**config.mk**
```make
export PLATFORM = sky130hd
export DESIGN_NAME = accel_scaler
export DESIGN_NICKNAME = d
export VERILOG_FILES = /design/src/rtl/accel_pkg.sv /design/src/rtl/accel_axis_path.sv /design/src/rtl/accel_scaler.sv
export SDC_FILE = /design/constraint.sdc
export NUM_CORES = 1
export LEC_CHECK = 0
export CAP_MARGIN = 10
export CORE_UTILIZATION = 54
export DETAILED_ROUTE_END_ITERATION = 7
export GPL_TIMING_DRIVEN = 0
export PLACE_DENSITY = 0.85
export SLEW_MARGIN = 30
export SYNTH_ARGS = -nofsm -noshare
export SYNTH_HDL_FRONTEND = slang
export SYNTH_SLANG_ARGS = --single-unit
export TNS_END_PERCENT = 30
```
**constraint.sdc**
```tcl
create_clock -name i_clk -period 9.06 [get_ports i_clk]
set_input_delay 0.906 -clock i_clk [delete_from_list [all_inputs] [get_ports i_clk]]
set_output_delay 0.906 -clock i_clk [all_outputs]
set_load 0.01 [all_outputs]
```
**src/rtl/accel_pkg.sv**
```systemverilog
// rtl/accel_pkg.sv - shared widths, limits and FSM state encoding for the accelerometer scaler
package accel_pkg;
    localparam int RAW_W = 16;
    localparam int OUT_W = 24;
    localparam logic [OUT_W-1:0] OUT_MAX = 24'hFFFFFF;

    typedef logic [0:0] state_t;
    localparam state_t ST_CAL = 1'b0;
    localparam state_t ST_RUN = 1'b1;
endpackage

```
**src/rtl/accel_axis_path.sv**
```systemverilog
// rtl/accel_axis_path.sv - one axis: offset learning accumulator, offset register, diff/abs/scale pipeline
module accel_axis_path
    import accel_pkg::*;
#(
    parameter int          CAL_LOG2 = 10,
    parameter logic [15:0] SCALE    = 16'd4,
    parameter int          SHIFT    = 0
) (
    input  logic             i_clk,
    input  logic             i_rst,
    input  logic [RAW_W-1:0] i_raw,
    input  logic             i_clear,
    input  logic             i_acc_en,
    input  logic             i_latch_offset,
    input  logic             i_load,
    output logic [OUT_W-1:0] o_data
);
    localparam int AW = RAW_W + CAL_LOG2;

    logic signed [AW-1:0]    r_acc;
    logic signed [AW-1:0]    w_acc_sum;
    logic [RAW_W-1:0]        r_off;
    logic [RAW_W:0]          r_diff;
    logic [RAW_W-1:0]        r_mag;
    logic [RAW_W-1:0]        w_mag;
    logic [31:0]             w_prod;
    logic [OUT_W-1:0]        w_sat;
    logic [OUT_W-1:0]        r_out;

    assign w_acc_sum = r_acc + {{CAL_LOG2{i_raw[RAW_W-1]}}, i_raw};
    assign w_mag     = r_diff[RAW_W] ? RAW_W'(-r_diff) : r_diff[RAW_W-1:0];
    assign w_prod    = (32'(r_mag) * 32'(SCALE)) >> SHIFT;
    // Anything above bit 23 means the magnitude no longer fits Q8.16
    assign w_sat     = (|w_prod[31:OUT_W]) ? OUT_MAX : w_prod[OUT_W-1:0];
    assign o_data    = r_out;

    always_ff @(posedge i_clk or posedge i_rst) begin
        if (i_rst) begin
            r_acc  <= '0;
            r_off  <= '0;
            r_diff <= '0;
            r_mag  <= '0;
            r_out  <= '0;
        end else begin
            if (i_clear || i_latch_offset) begin
                r_acc <= '0;
            end else if (i_acc_en) begin
                r_acc <= w_acc_sum;
            end
            // Taking bits [L+15:L] of the full sum is the floor-divided mean
            if (i_latch_offset) begin
                r_off <= w_acc_sum[CAL_LOG2 +: RAW_W];
            end
            r_diff <= {i_raw[RAW_W-1], i_raw} - {r_off[RAW_W-1], r_off};
            r_mag  <= w_mag;
            if (i_clear) begin
                r_out <= '0;
            end else if (i_load) begin
                r_out <= w_sat;
            end
        end
    end
endmodule

```
**src/rtl/accel_scaler.sv**
```systemverilog
// rtl/accel_scaler.sv - calibrate/run FSM and valid tracking around three axis paths
module accel_scaler
    import accel_pkg::*;
#(
    parameter int          CAL_LOG2 = 10,
    parameter logic [15:0] SCALE    = 16'd4,
    parameter int          SHIFT    = 0
) (
    input  logic             i_clk,
    input  logic             i_rst,
    input  logic             i_valid,
    input  logic [RAW_W-1:0] i_xraw,
    input  logic [RAW_W-1:0] i_yraw,
    input  logic [RAW_W-1:0] i_zraw,
    input  logic             i_recal,
    output logic [OUT_W-1:0] o_xdata_scaled,
    output logic [OUT_W-1:0] o_ydata_scaled,
    output logic [OUT_W-1:0] o_zdata_scaled,
    output logic             o_valid,
    output logic             o_cal_done
);
    localparam logic [CAL_LOG2:0] CNT_ONE = 1;

    state_t            r_state;
    logic [CAL_LOG2:0] r_cnt;
    logic [CAL_LOG2:0] w_cnt_next;
    logic [1:0]        r_vld;
    logic              r_ovalid;
    logic              w_cal_vld;
    logic              w_last;
    logic              w_acc_en;
    logic              w_load;

    // A recal in the same cycle as a sample discards that sample
    assign w_cal_vld  = i_valid && !i_recal && (r_state == ST_CAL);
    assign w_cnt_next = r_cnt + CNT_ONE;
    assign w_last     = w_cal_vld && w_cnt_next[CAL_LOG2];
    assign w_acc_en   = w_cal_vld && !w_last;
    assign w_load     = r_vld[1] && !i_recal;
    assign o_valid    = r_ovalid;
    assign o_cal_done = (r_state == ST_RUN);

    always_ff @(posedge i_clk or posedge i_rst) begin
        if (i_rst) begin
            r_state  <= ST_CAL;
            r_cnt    <= '0;
            r_vld    <= '0;
            r_ovalid <= 1'b0;
        end else if (i_recal) begin
            r_state  <= ST_CAL;
            r_cnt    <= '0;
            r_vld    <= '0;
            r_ovalid <= 1'b0;
        end else begin
            if (w_last) begin
                r_state <= ST_RUN;
                r_cnt   <= '0;
            end else if (w_cal_vld) begin
                r_cnt <= w_cnt_next;
            end
            r_vld    <= {r_vld[0], i_valid && (r_state == ST_RUN)};
            r_ovalid <= r_vld[1];
        end
    end

    accel_axis_path #(.CAL_LOG2(CAL_LOG2), .SCALE(SCALE), .SHIFT(SHIFT)) u_x (
        .i_clk(i_clk), .i_rst(i_rst), .i_raw(i_xraw), .i_clear(i_recal),
        .i_acc_en(w_acc_en), .i_latch_offset(w_last), .i_load(w_load),
        .o_data(o_xdata_scaled)
    );
    accel_axis_path #(.CAL_LOG2(CAL_LOG2), .SCALE(SCALE), .SHIFT(SHIFT)) u_y (
        .i_clk(i_clk), .i_rst(i_rst), .i_raw(i_yraw), .i_clear(i_recal),
        .i_acc_en(w_acc_en), .i_latch_offset(w_last), .i_load(w_load),
        .o_data(o_ydata_scaled)
    );
    accel_axis_path #(.CAL_LOG2(CAL_LOG2), .SCALE(SCALE), .SHIFT(SHIFT)) u_z (
        .i_clk(i_clk), .i_rst(i_rst), .i_raw(i_zraw), .i_clear(i_recal),
        .i_acc_en(w_acc_en), .i_latch_offset(w_last), .i_load(w_load),
        .o_data(o_zdata_scaled)
    );
endmodule

```
Yosys cells after proc, flatten, opt, wreduce, memory -nomap -nowiden
Cells that the tools add are included.
{"block": "classes", "mux": 22, "n_lt_le_gt_ge": 0, "div": 0, "n_eq_ne": 0, "n_addsub": 10, "reduce_logical": 13, "n_bitwise": 1, "shifts": 0, "n_mul": 0}
{"operator": "$mux W26", "count": 6}
{"operator": "$mux W24", "count": 6}
{"operator": "$add A26 B26 Y26", "count": 3}
{"operator": "$sub A16 B16 Y17", "count": 3}
{"operator": "$mux W16", "count": 3}
{"operator": "$neg A16 Y16", "count": 3}
{"operator": "$mux W11", "count": 3}
{"operator": "$add A11 B1 Y11 const B", "count": 1}
{"operator": "$logic_and A1 B1 Y1", "count": 6}
{"operator": "$reduce_bool A2 Y1", "count": 3}
{"operator": "$mux W1", "count": 3}
{"operator": "$reduce_bool A3 Y1", "count": 1}
{"operator": "$logic_not A1 Y1", "count": 2}
{"operator": "$mux W2", "count": 1}
{"operator": "$logic_or A1 B1 Y1", "count": 1}
{"operator": "$not A1 Y1", "count": 1}
{"block": "totals", "mem_count": 0, "latch_bits": 0, "input_bits": 52, "out_inout_bits": 74, "mem_bits_ro": 0, "ff_bits": 312, "wordCells": 65, "mem_bits_rw": 0}

Logic depth before layout (Yosys ltp)
{"block": "logic_depth", "word_depth": 8, "depth_mapped": 13}

Hierarchy
From an unflattened synthesis, not the netlist that was laid out.
{"block": "hier_totals", "cells_unflattened": 1803, "area_unflattened_um2": 17483.0}
{"mod": "accel_axis_path at u_x ...", "n_inst": 2, "seq_area_each_um2": 2277.2, "area_each_um2": 5454.0, "cells_per_inst": 552}
{"mod": "accel_axis_path at u_z", "n_inst": 1, "seq_area_each_um2": 2277.2, "area_each_um2": 5759.3, "cells_per_inst": 618}
{"mod": "accel_scaler", "n_inst": 1, "seq_area_each_um2": 375.4, "area_each_um2": 815.8, "cells_per_inst": 81}

Least setup slack after synthesis
Ideal clock, no wire load.
{"block": "synth_timing", "path_kind": "in2reg", "startpoint": "input port i_zraw[0]", "endpoint": "register u_z.r_off[14]", "t_arrival_ps": 3271, "required_time_ps": 8935, "setup_slack_ps": 5664, "stages": 12, "path_cell_list": "ha_1 fa_1 a21oi_1 o21bai_1 a2111oi_2 o211ai_1 o211ai_1 o21ai_1 a21oi_1 o21ai_1 xor2_1 mux2_2"}
{"block": "synth_between", "elab_chain_cells": 1}
{"element": "from (decl)", "line": "accel_scaler.sv:14", "text": "input logic [RAW_W-1:0] i_zraw,"}
{"element": "$add A26 B26 Y26", "line": "accel_axis_path.sv:30", "text": "assign w_acc_sum = r_acc + {{CAL_LOG2{i_raw[RAW_W-1]}}, i_raw};"}
{"element": "to (signal assigned)", "line": "accel_axis_path.sv:52", "text": "r_off <= w_acc_sum[CAL_LOG2 +: RAW_W];"}
{"element": "to (decl)", "line": "accel_axis_path.sv:22", "text": "logic [RAW_W-1:0] r_off;"}
Every way passes these cells.
A chain may end at the register's enable or synchronous reset.

Worst setup path in the final report
Ends and elaborated chain as after synthesis.

==> impl_metrics.py <==
metrics = {
    "outcome": {
        "status": "completed",
    },
    "clocking": {
        "tritoncts": "built",
        "cts_sinks": 288,
        "clk_pin_slew_ns": 0.06,
        "post_cts_resized": 0,
        "htreeDepth": 1,
        "cts_inserted_buffers": 29,
        "cts_root_buf": "clkbuf_16",
        "clk-insertion-delay-late_ns": 0.55,
        "cts_max_path_buffers": 3,
        "post-cts-setup-buffers": 0,
        "ctsHoldBuffers": 0,
    },
    "synth": {
        "syn_inst": 1640,
        "yosys-top-cells-area": "dfrtp_1, ha_1, xnor2_1",
        "yosysUniqueCellTypes": 66,
        "avgSynthCellArea_um2": 9.91,
        "synth_fa_ha_area_share_pct": 10.5,
        "synth_compound_area_share_pct": 17.5,
        "synthTopCellsByCount": "dfrtp_1, nor2_1, nand2_1",
        "synth_top_area_cell": "dfrtp_1",
        "yosysMostFrequentCell": "dfrtp_1",
        "synthesis.area_mm2": 0.0163,
        "ys_async_sr_fraction_pct": 100,
        "synthXorXnorAreaFrac_pct": 8.13,
        "synth.mux.area_fraction_pct": 3.93,
        "yosys.area_share.simple_pct": 11.0,
        "yosysWarnings": 0,
        "ys_seq_area_share_pct": 44.3,
        "synth_top_area_share_pct": 44.3,
        "synth_ff_type": "dfrtp_1",
        "synth-edff-count": 0,
        "synth_top_family_by_area": "compound AO/OA/AOI/OAI gates",
        "ys_seq_elements": 288,
    },
    "power_and_ir_drop": {
        "p_leak_nw": 8.79,
        "ir_drop_uv": 145,
        "p_per_area_mw_per_mm2": 184,
        "p_total_mw": 3.47,
    },
    "setup_path": {
        "rrSetupSlack_ns": 5.84,
        "r2r_start": "u_z.r_acc[0]",
        "crit_type": "in2reg",
        "endpoint_kind": "flop",
        "crit_required_ns": 9.49,
        "worstPathArrival_ns": 4.07,
        "r2r_end": "u_z.r_off[14]",
        "setup.worst_path.start_class": "primary input",
        "crit_fanout": 3,
        "reg2regPathDepth": 12,
    },
    "sta": {
        "slew-limit-headroom_pct": 42.4,
        "timing.final.crit_period_ns": 3.65,
        "fin_skew_ns": 0.0118,
        "max_freq_mhz": 274,
        "hold_ws_ns": 0.391,
        "period_share_pct": 40.3,
        "tightest_slew_ns": 0.864,
        "rsz0062_at_grt": "no",
        "drv_slew": 0,
        "setup_tns_ns": 0,
        "hold_violations": 0,
        "setup_violations": 0,
    },
    "final_layout": {
        "final_util_pct": 63.6,
        "drive_gt1_share_pct": 5.78,
        "n_fill_cell": 2278,
        "nets": 1983,
        "fin_cells": 2208,
        "syn_to_final_growth_pct": 16.1,
    },
    "place": {
        "placedCellCount": 2157,
        "hpwlAfterDp_um": 27900,
        "port_buffers": 101,
        "gp_congestion": 0.904,
    },
    "hold_path": {
        "hp-class": "reg2reg",
        "holdPathStages": 0,
        "min_from": "u_x.r_diff[0]",
        "worst_hold_path.endpoint": "u_x.r_mag[0]",
    },
    "grt": {
        "grt_pass1_vias": 12600,
        "grtUsageTotal_pct": 25.0,
        "antenna_found_initial": 1,
        "overflow": 0,
        "grt_max_degree": 97,
        "grt_pass1_wl_um": 62200,
    },
    "route": {
        "wl_per_cell_um": 17.1,
        "drtIter0Drc": 951,
        "vias": 12500,
        "wl_um": 37800,
        "vias_per_cell": 5.67,
        "ant_nets": 0,
        "dr.pass1.iters": 5,
        "drc_errors": 0,
    },
    "floorplanning": {
        "placementRows": 63,
        "die_x_um": 175,
        "io_pins": 126,
        "die_area_mm2": 0.0308,
        "core_area_mm2": 0.0296,
        "start_util_pct": 54.8,
        "dieHeight_um": 175,
    },
    "flow_run": {
        "maxCapViolCount": 0,
    },
}
## flip-flops by register name, indices dropped and copies added, names as in the netlist, 17 cells and up
signal and flops:
u_y.r_diff 17, u_x.r_acc 26, u_x.r_diff 17, u_y.r_acc 26, u_z.r_diff 17, u_z.r_acc 26
## metal layers
metal / up-vias / GRT usage, % / routed length (µm)
met3: 96 / 3.25 / 1890
met1: 6058 / 32.1 / 16100
met4: 0 / 10.1 / 1460
li1: 6000 / - / -
met2: 360 / 42.8 / 18300
met5: - / 0 / 0
## stage by stage
stage	instance area (µm²)	setup slack, ns
global route	18900	5.16
finish	18900	5.41
global placement	17800	-2.98
CTS	18900	5.42
floorplan	16300	0.205
detailed placement	17900	4.89
## layout by cell type, fill, tap and decap left out, types with 13 or more instances in the layout
master             n
mux2_2            13
inv_1             99
nand2_1          146
conb_1            24
nand2b_1          17
clkbuf_1          42
a22o_1            55
o21ai_1           51
xor2_1            44
xnor2_1          105
o21ai_0           76
clkdlybuf4s50_1  101
a21o_1            43
nor2_1           150
a21oi_1           95
o31ai_1           13
a21boi_1          13
buf_4             24
dfrtp_1          288
clkbuf_16         29
mux2i_1           48
nor2b_1           19
nand3_1           19
ha_1             127
## logic make-up (layout without fill, tap and decap cells)
group           count (synthesis)  after routing
other cells                     1             25
fa+ha+maj                     133            133
compound gates                427            427
mux                            62             62
buf+inv                       172            326
flops                         288            288
xor+xnor                      150            150
simple gates                  407            407
## worst max-delay path, stage by stage
cell	delay, ns
clkdlybuf4s50_1	0.42
ha_1	0.23
fa_1	0.41
a21oi_1	0.17
o21bai_1	0.12
a2111oi_2	0.46
o211ai_1	0.16
o211ai_1	0.20
o21ai_1	0.18
a21oi_1	0.24
o21ai_1	0.12
xor2_1	0.17
mux2_2	0.28
## worst max path at each step
stage | startpoint | to | slack (ns) | cells after the start
after detailed placement | i_zraw[0] | u_z.r_off[14] | 4.89 | 13
final | i_zraw[0] | u_z.r_off[14] | 5.41 | 13
after CTS | i_zraw[0] | u_z.r_off[14] | 5.42 | 13
after floorplan | i_rst | o_cal_done | 0.20 | 1
after global routing | i_zraw[0] | u_z.r_off[14] | 5.16 | 13
after global placement | i_rst | u_z.r_acc[20] | -2.98 | 2
## final cells by class
type	count	area [µm²]	area share (%)
antenna	1	2.50	0.0133
buffer	70	358	1.90
clock buffer	40	807	4.28
clock inverter	10	128	0.677
inverter	102	390	2.07
multi-input combinational	1203	8390	44.5
sequential	288	7210	38.2
tap	390	488	2.59
timing repair buffer	104	1090	5.80
## power breakdown
group | total [mW] | internal (mW) | switching [mW] | leakage (nW)
clock network | 1.20 | 0.702 | 0.494 | 0.460
logic | 0.809 | 0.342 | 0.467 | 4.73
registers | 1.46 | 1.40 | 0.0671 | 3.60
Power figures use the tool's default switching activity.
